[src/rtl/input_devices.sv]
// CPU read-side peripheral block: a resynchronised level port at 0x00, an event FIFO at 0x01,
// and a FIFO status word at 0x02, all returned through one registered read port.
module input_devices #(
    parameter int DATA_WIDTH  = 32,
    parameter int FIFO_DEPTH  = 4,
    parameter int SYNC_STAGES = 2
) (
    input  logic                  clk,
    input  logic                  reset_n,
    input  logic [7:0]            address,
    input  logic                  is_read,
    output logic [DATA_WIDTH-1:0] value,
    output logic                  value_valid,
    input  logic [DATA_WIDTH-1:0] device0_in,
    input  logic [DATA_WIDTH-1:0] device1_data,
    input  logic                  device1_strobe,
    output logic                  device1_irq
);

    localparam int PTR_W = (FIFO_DEPTH > 1) ? $clog2(FIFO_DEPTH) : 1;
    localparam int CNT_W = PTR_W + 1;
    localparam logic [CNT_W-1:0] FULL_CNT = CNT_W'(FIFO_DEPTH);

    logic [DATA_WIDTH-1:0] sync_q [SYNC_STAGES];
    logic [DATA_WIDTH-1:0] mem_q  [FIFO_DEPTH];

    logic [PTR_W-1:0]      wrPtr_q, wrPtr_d;
    logic [PTR_W-1:0]      rdPtr_q, rdPtr_d;
    logic [CNT_W-1:0]      count_q, count_d;
    logic                  overflow_q, overflow_d;
    logic [DATA_WIDTH-1:0] value_q, value_d;
    logic                  valid_q, valid_d;
    logic                  irq_q, irq_d;

    logic                  empty, full, popEn, pushEn, ovfSet, statusRead;
    logic [DATA_WIDTH-1:0] statusWord, readData;

    // A pop frees a slot in the same edge, so a strobe against a full FIFO still lands
    // when the CPU pops concurrently; only an unmatched strobe is an overflow.
    always_comb begin
        empty      = (count_q == '0);
        full       = (count_q == FULL_CNT);
        popEn      = is_read && (address == 8'h01) && !empty;
        statusRead = is_read && (address == 8'h02);
        pushEn     = device1_strobe && (!full || popEn);
        ovfSet     = device1_strobe && full && !popEn;

        statusWord       = '0;
        statusWord[0]    = empty;
        statusWord[1]    = full;
        statusWord[2]    = overflow_q;
        statusWord[15:8] = 8'(count_q);

        readData = '0;
        case (address)
            8'h00:   readData = sync_q[SYNC_STAGES-1];
            8'h01:   if (!empty) readData = mem_q[rdPtr_q];
            8'h02:   readData = statusWord;
            default: readData = '0;
        endcase

        wrPtr_d    = pushEn ? wrPtr_q + PTR_W'(1) : wrPtr_q;
        rdPtr_d    = popEn  ? rdPtr_q + PTR_W'(1) : rdPtr_q;
        count_d    = count_q + CNT_W'(pushEn) - CNT_W'(popEn);
        overflow_d = ovfSet | (overflow_q & ~statusRead);
        value_d    = is_read ? readData : value_q;
        valid_d    = is_read;
        irq_d      = (count_d != '0);
    end

    always_ff @(posedge clk) begin
        if (!reset_n) begin
            for (int i = 0; i < SYNC_STAGES; i++) sync_q[i] <= '0;
            wrPtr_q    <= '0;
            rdPtr_q    <= '0;
            count_q    <= '0;
            overflow_q <= 1'b0;
            value_q    <= '0;
            valid_q    <= 1'b0;
            irq_q      <= 1'b0;
        end else begin
            sync_q[0] <= device0_in;
            for (int i = 1; i < SYNC_STAGES; i++) sync_q[i] <= sync_q[i-1];
            wrPtr_q    <= wrPtr_d;
            rdPtr_q    <= rdPtr_d;
            count_q    <= count_d;
            overflow_q <= overflow_d;
            value_q    <= value_d;
            valid_q    <= valid_d;
            irq_q      <= irq_d;
        end
    end

    // Storage needs no reset: the pointers and count define which slots are live.
    always_ff @(posedge clk) begin
        if (reset_n && pushEn) mem_q[wrPtr_q] <= device1_data;
    end

    assign value       = value_q;
    assign value_valid = valid_q;
    assign device1_irq = irq_q;

endmodule

[config.mk]
export PLATFORM = sky130hd
export DESIGN_NAME = input_devices
export DESIGN_NICKNAME = d
export VERILOG_FILES = /design/src/rtl/input_devices.sv
export SDC_FILE = /design/constraint.sdc
export NUM_CORES = 1
export LEC_CHECK = 0
export CAP_MARGIN = 20
export CORE_UTILIZATION = 54
export CTS_CLUSTER_SIZE = 25
export DETAILED_ROUTE_END_ITERATION = 7
export GPL_TIMING_DRIVEN = 0
export PLACE_DENSITY_LB_ADDON = 0.2
export SETUP_SLACK_MARGIN = 0.05
export SLEW_MARGIN = 20
export SYNTH_ARGS = -nofsm -noshare
export SYNTH_HDL_FRONTEND = slang
export SYNTH_SLANG_ARGS = --single-unit
[constraint.sdc]
create_clock -name clk -period 4.5 [get_ports clk]
set_clock_uncertainty 0.1 [all_clocks]
set_input_delay 1.35 -clock clk [delete_from_list [all_inputs] [get_ports clk]]
set_output_delay 1.35 -clock clk [all_outputs]
set_load 0.005 [all_outputs]
## Yosys cells after proc, flatten, opt, wreduce, memory -nomap -nowiden

Memory sizes are Yosys's and may differ from the RTL's. A register that Yosys moved wholly into a read port is not among the register bits.
Index checks and enable logic that the tools add are counted.

- Mux-type cells: 10
- Add/sub/neg operators: 4
- Reductions and logical operators: 14
- Equal/unequal tests: 3
- Bitwise gates (word level): 5

Operator list:

| cell | number |
|---|---|
| $mux 32 | 3 |
| $pmux 32 s3 | 1 |
| $eq 8x1->1 const B | 1 |
| $eq 8x2->1 const B | 1 |
| $logic_not 8->1 | 1 |
| $logic_and 1x1->1 | 7 |
| $add 2x1->2 const B | 2 |
| $mux 1 | 4 |
| $mux 2 | 2 |
| $add 3x1->3 | 1 |
| $eq 3x3->1 const B | 1 |
| $logic_not 1->1 | 3 |
| $logic_not 3->1 | 1 |
| $or 1x1->1 | 3 |
| $reduce_bool 3->1 | 1 |
| $sub 3x1->3 | 1 |
| $and 1x1->1 | 1 |
| $logic_or 1x1->1 | 1 |
| $not 1->1 | 1 |

- Word-level logic and storage cells: 45
- Memories: 2
- Register bits after elaboration: 42
- RAM bits: 192
- Output and inout port bits: 34
- Input bits: 76

Memory list:

| name | words | width | read ports | clocked after memory_dff | wr ports | RTL line | RTL |
|---|---|---|---|---|---|---|---|
| mem_q | 4 | 32 | 1 | 1 | 1 | 25 | `logic [DATA_WIDTH-1:0] mem_q [FIFO_DEPTH];` |
| sync_q | 2 | 32 | 2 | 0 | 2 | 24 | `logic [DATA_WIDTH-1:0] sync_q [SYNC_STAGES];` |

## Longest topological paths before layout

- Depth in word-level cells: 8
- Depth in mapped cells: 12
- Gate-level depth less buffers: 12

## Least setup slack after synthesis

No wires, ideal clock.

- Kind: input-to-reg
- From: in address[5]
- To: reg irq_q, in the netlist device1_irq
- Data required time: 4280 ps
- Path buffers: 0
- Path slack: 720 ps
- Cell stages on the path: 12
- Library setup time: 120 ps
- Arrival: 3561 ps
- Cell sequence: nor4_4 -> nand4_2 -> a21boi_2 -> inv_2 -> ha_1 -> inv_1 -> ha_1 -> inv_1 -> fa_1 -> xnor2_1 -> xnor2_1 -> o31a_1

- Longest elaborated chain between the ends: 8

Ends and longest elaborated chain:

| element | RTL line | RTL |
|---|---|---|
| from (decl) | 10 | `input logic [7:0] address,` |
| $eq 8x1->1 (*) | 43 | `popEn = is_read && (address == 8'h01) && !empty;` |
| $logic_and 1x1->1 (*) (2 in series) | 43 |  |
| $logic_or 1x1->1 | 45 | `pushEn = device1_strobe && (!full \|\| popEn);` |
| $logic_and 1x1->1 | 45 |  |
| $add 3x1->3 | 64 | `count_d = count_q + CNT_W'(pushEn) - CNT_W'(popEn);` |
| $sub 3x1->3 (*) | 64 |  |
| $reduce_bool 3->1 (*) | 68 | `irq_d = (count_d != '0);` |
| to (signal assigned) | 90 | `irq_q <= irq_d;` |
| to (decl) | 33 | `logic irq_q, irq_d;` |

Mark *: on every way between the ends. The rest lies on a longest branch, timed or not.
A chain may end at the register's enable or synchronous reset.

## Worst setup path after layout

- From: in is_read
- To: reg irq_q, in the netlist device1_irq

- Longest elaborated chain between the ends: 7

Ends and longest elaborated chain:

| element | RTL line | RTL |
|---|---|---|
| from (decl) | 11 | `input logic is_read,` |
| $logic_and 1x1->1 (*) (2 in series) | 43 |  |
| $logic_or 1x1->1 | 45 |  |
| $logic_and 1x1->1 | 45 |  |
| $add 3x1->3 | 64 |  |
| $sub 3x1->3 (*) | 64 |  |
| $reduce_bool 3->1 (*) | 68 |  |

Marks and branches as above.

==> results.json <==
{
  "synth_cells": 487,
  "synth_flop_cell": "edfxtp_1",
  "yosysMostFrequentCell": "edfxtp_1",
  "layout.nets": 709,
  "vias_per_cell": 5.48,
  "vias": 4534,
  "gr-total-overflow": 0,
  "cts_tree": "yes",
  "h-tree-depth": 1,
  "drive_above_1_share": 0.148,
  "fin_total_pwr_mw": 4.61,
  "fmax_mhz": 245,
  "cp_data_arrival_time_ps": 4380,
  "hold_path_class": "flip-flop to flip-flop",
  "grt_pass1_vias": 4778,
  "multi_input_area_sq_um": 2120,
  "critical_path_class": "input pin to flip-flop",
  "antenna_cells": 0,
  "ir_drop_mv": 0.345,
  "rsz0062_at_grt": "no",
  "syn-cell-area_sq_um": 8310,
  "slew_headroom": 0.514,
  "yosys.area.top_type_share": 0.463,
  "synth_top_area_cell": "edfxtp_1",
  "finalHoldViolCount": 0,
  "yosysUniqueCellTypes": 38,
  "synth_edf_count": 128,
  "cts_setup_buffers": 0,
  "cts-root-buf": "clkbuf_16",
  "ant_nets": 0,
  "syn-num-nets": 570,
  "drv_slew": 0,
  "synth_area_leaders": "edfxtp_1 46%, dfxtp_1 26%, mux4_2 8.7%",
  "grt_pass1_wl_um": 25900,
  "finalCritPeriodShare": 0.906,
  "yosysWarnings": 0,
  "routedWlPerCell_um": 20.1,
  "io_pins": 110,
  "setup_ws_ps": 423,
  "chipWidth_um": 126,
  "drc": 0,
  "p_leak_nw": 3.74,
  "floorplan.initialDensity": 0.563,
  "drv_cap": 0,
  "core_area_sq_um": 14800,
  "end_kind": "flip-flop",
  "cts_resized": 0,
  "status": "complete, no violations",
  "portBuffers": 109,
  "nFillCells": 955,
  "register_area_sq_um": 6010,
  "final_area_sq_um": 10500,
  "antenna_found_initial": 0,
  "clk_pin_slew_ps": 60,
  "utilization": 0.711,
  "cts.sinks": 236,
  "drt-initial-drc-count": 282,
  "p_per_area_nw_per_um2": 440,
  "place_area_sq_um": 9710,
  "critPathMaxFanout": 7,
  "grt_usage": 0.218,
  "setup_viol": 0,
  "die_area_sq_um": 15900,
  "tightest_slew_ps": 729,
  "avgSynthCellArea_sq_um": 17.1,
  "routed_wl_um": 16600,
  "synth_common_cells": "128 x edfxtp_1, 108 x dfxtp_1, 97 x and2_1",
  "fp.dieH_um": 126,
  "cts_hold_buf": 0,
  "fin_crit_ps": 4080,
  "dp_hpwl_um": 10800,
  "rows": 44,
  "dp_worst_setup_slack_ps": -79.6,
  "clk_latency_ps": 510,
  "yosysSeqAreaShare": 0.723,
  "synth_seq_cells": 236,
  "async_reset_ff_frac": 0,
  "area_growth_pct": 26.2,
  "worstPathRequired_ps": 4800,
  "clock_path_buffers": 3,
  "cts-buffers-inserted": 24,
  "detail_route.first_pass.iterations": 4,
  "grt_max_degree": 27,
  "worstSetupStartpointType": "input pin",
  "gp_congestion": 0.731
}
[logic make-up (layout without fill, tap and decap cells)]
kind of cell	count (synthesis)	in the layout	synth area share
multiplexers	38	38	0.0940
AND/OR/NAND/NOR	128	128	0.100
flip-flops	236	236	0.723
XOR/XNOR	3	3	0.00316
AO/OA/AOI/OAI	40	40	0.0461
adder cells (fa/ha/maj)	7	7	0.0114
buffers and inverters	35	192	0.0224
[worst paths after layout]
check	startpoint	end	slack (ps)	depth (start not counted)
setup / recovery	is_read	device1_irq	420	13
hold / removal	sync_q[0][10]	sync_q[0][42]	320	1
setup reg to reg	count_q[2]	device1_irq	1600	12
hold reg to reg	sync_q[0][10]	sync_q[0][42]	320	1
[area by class of cell]
cell class | instances | share of cell area
Tap cell | 184 | 0.0220
Timing Repair Buffer | 113 | 0.112
Inverter | 8 | 0.00286
Sequential cell | 236 | 0.573
Multi-Input combinational cell | 216 | 0.202
Buffer | 27 | 0.0149
Clock inverter | 10 | 0.00668
Clock buffer | 34 | 0.0667
[critical path, cell delays in order]
cell and delay [ps]:
clkdlybuf4s50_1 550, nor3b_2 340, nand4_2 280, a21boi_2 380, inv_2 60, ha_1 270, inv_1 60, ha_1 130
inv_1 50, fa_1 380, xnor2_1 150, xnor2_1 150, o31a_1 250
[sequential cells by signal, indices dropped and copies added, names as in the netlist, named ones only]
register,cells
mem_q,128
sync_q,64
value,32
count_q,3
rdPtr_q,2
wrPtr_q,2
device1_irq,1
overflow_q,1
value_valid,1
[metrics by stage]
step / TNS (ps) / std cells / hold slack [ps]
4_1_cts: 0 / 828 / 319
5_1_grt: 0 / 828 / 347
2_1_floorplan: 0 / 487 / 312
3_5_place_dp: -80.5 / 784 / 319
6_report: 0 / 828 / 321
3_3_place_gp: -54640 / 780 / 318
[metal layers]
metal  track usage  share of wire  wire length, um  vias to the layer above
li1              -              -                -                     2094
met1         0.292           0.45             7420                     2280
met2         0.365           0.48             7950                      134
met3        0.0421          0.054              902                       26
met4        0.0631          0.022              358                        0
met5             0              0                0                        -
[power by group]
part	internal, mW	switching, mW	leakage [nW]
Clock	1.13	0.766	0.383
Combinational	0.158	0.140	1.31
Sequential	2.38	0.0346	2.05
[cell usage in the layout, fill, tap and decap left out, drive strengths merged]
master           n
and2b            1
o21a             1
edfxtp         128
xnor2            3
a211o            1
a221o           30
and4b            1
mux2i            6
nand4b           1
mux4            32
nand2            5
a32oi            1
and3             6
dfxtp          108
nor3b            2
clkdlybuf4s50  109
clkbuf          49
and2            97
nor2b           10
a21boi           2
nor2             1
ha               6
inv              8
nand4            1
clkinv           9
o21ai            2
buf             16
bufinv           1
or3              2
a32o             1
fa               1
o31a             1
nor4             1
a311o            1
Power figures use the tool's default switching activity.
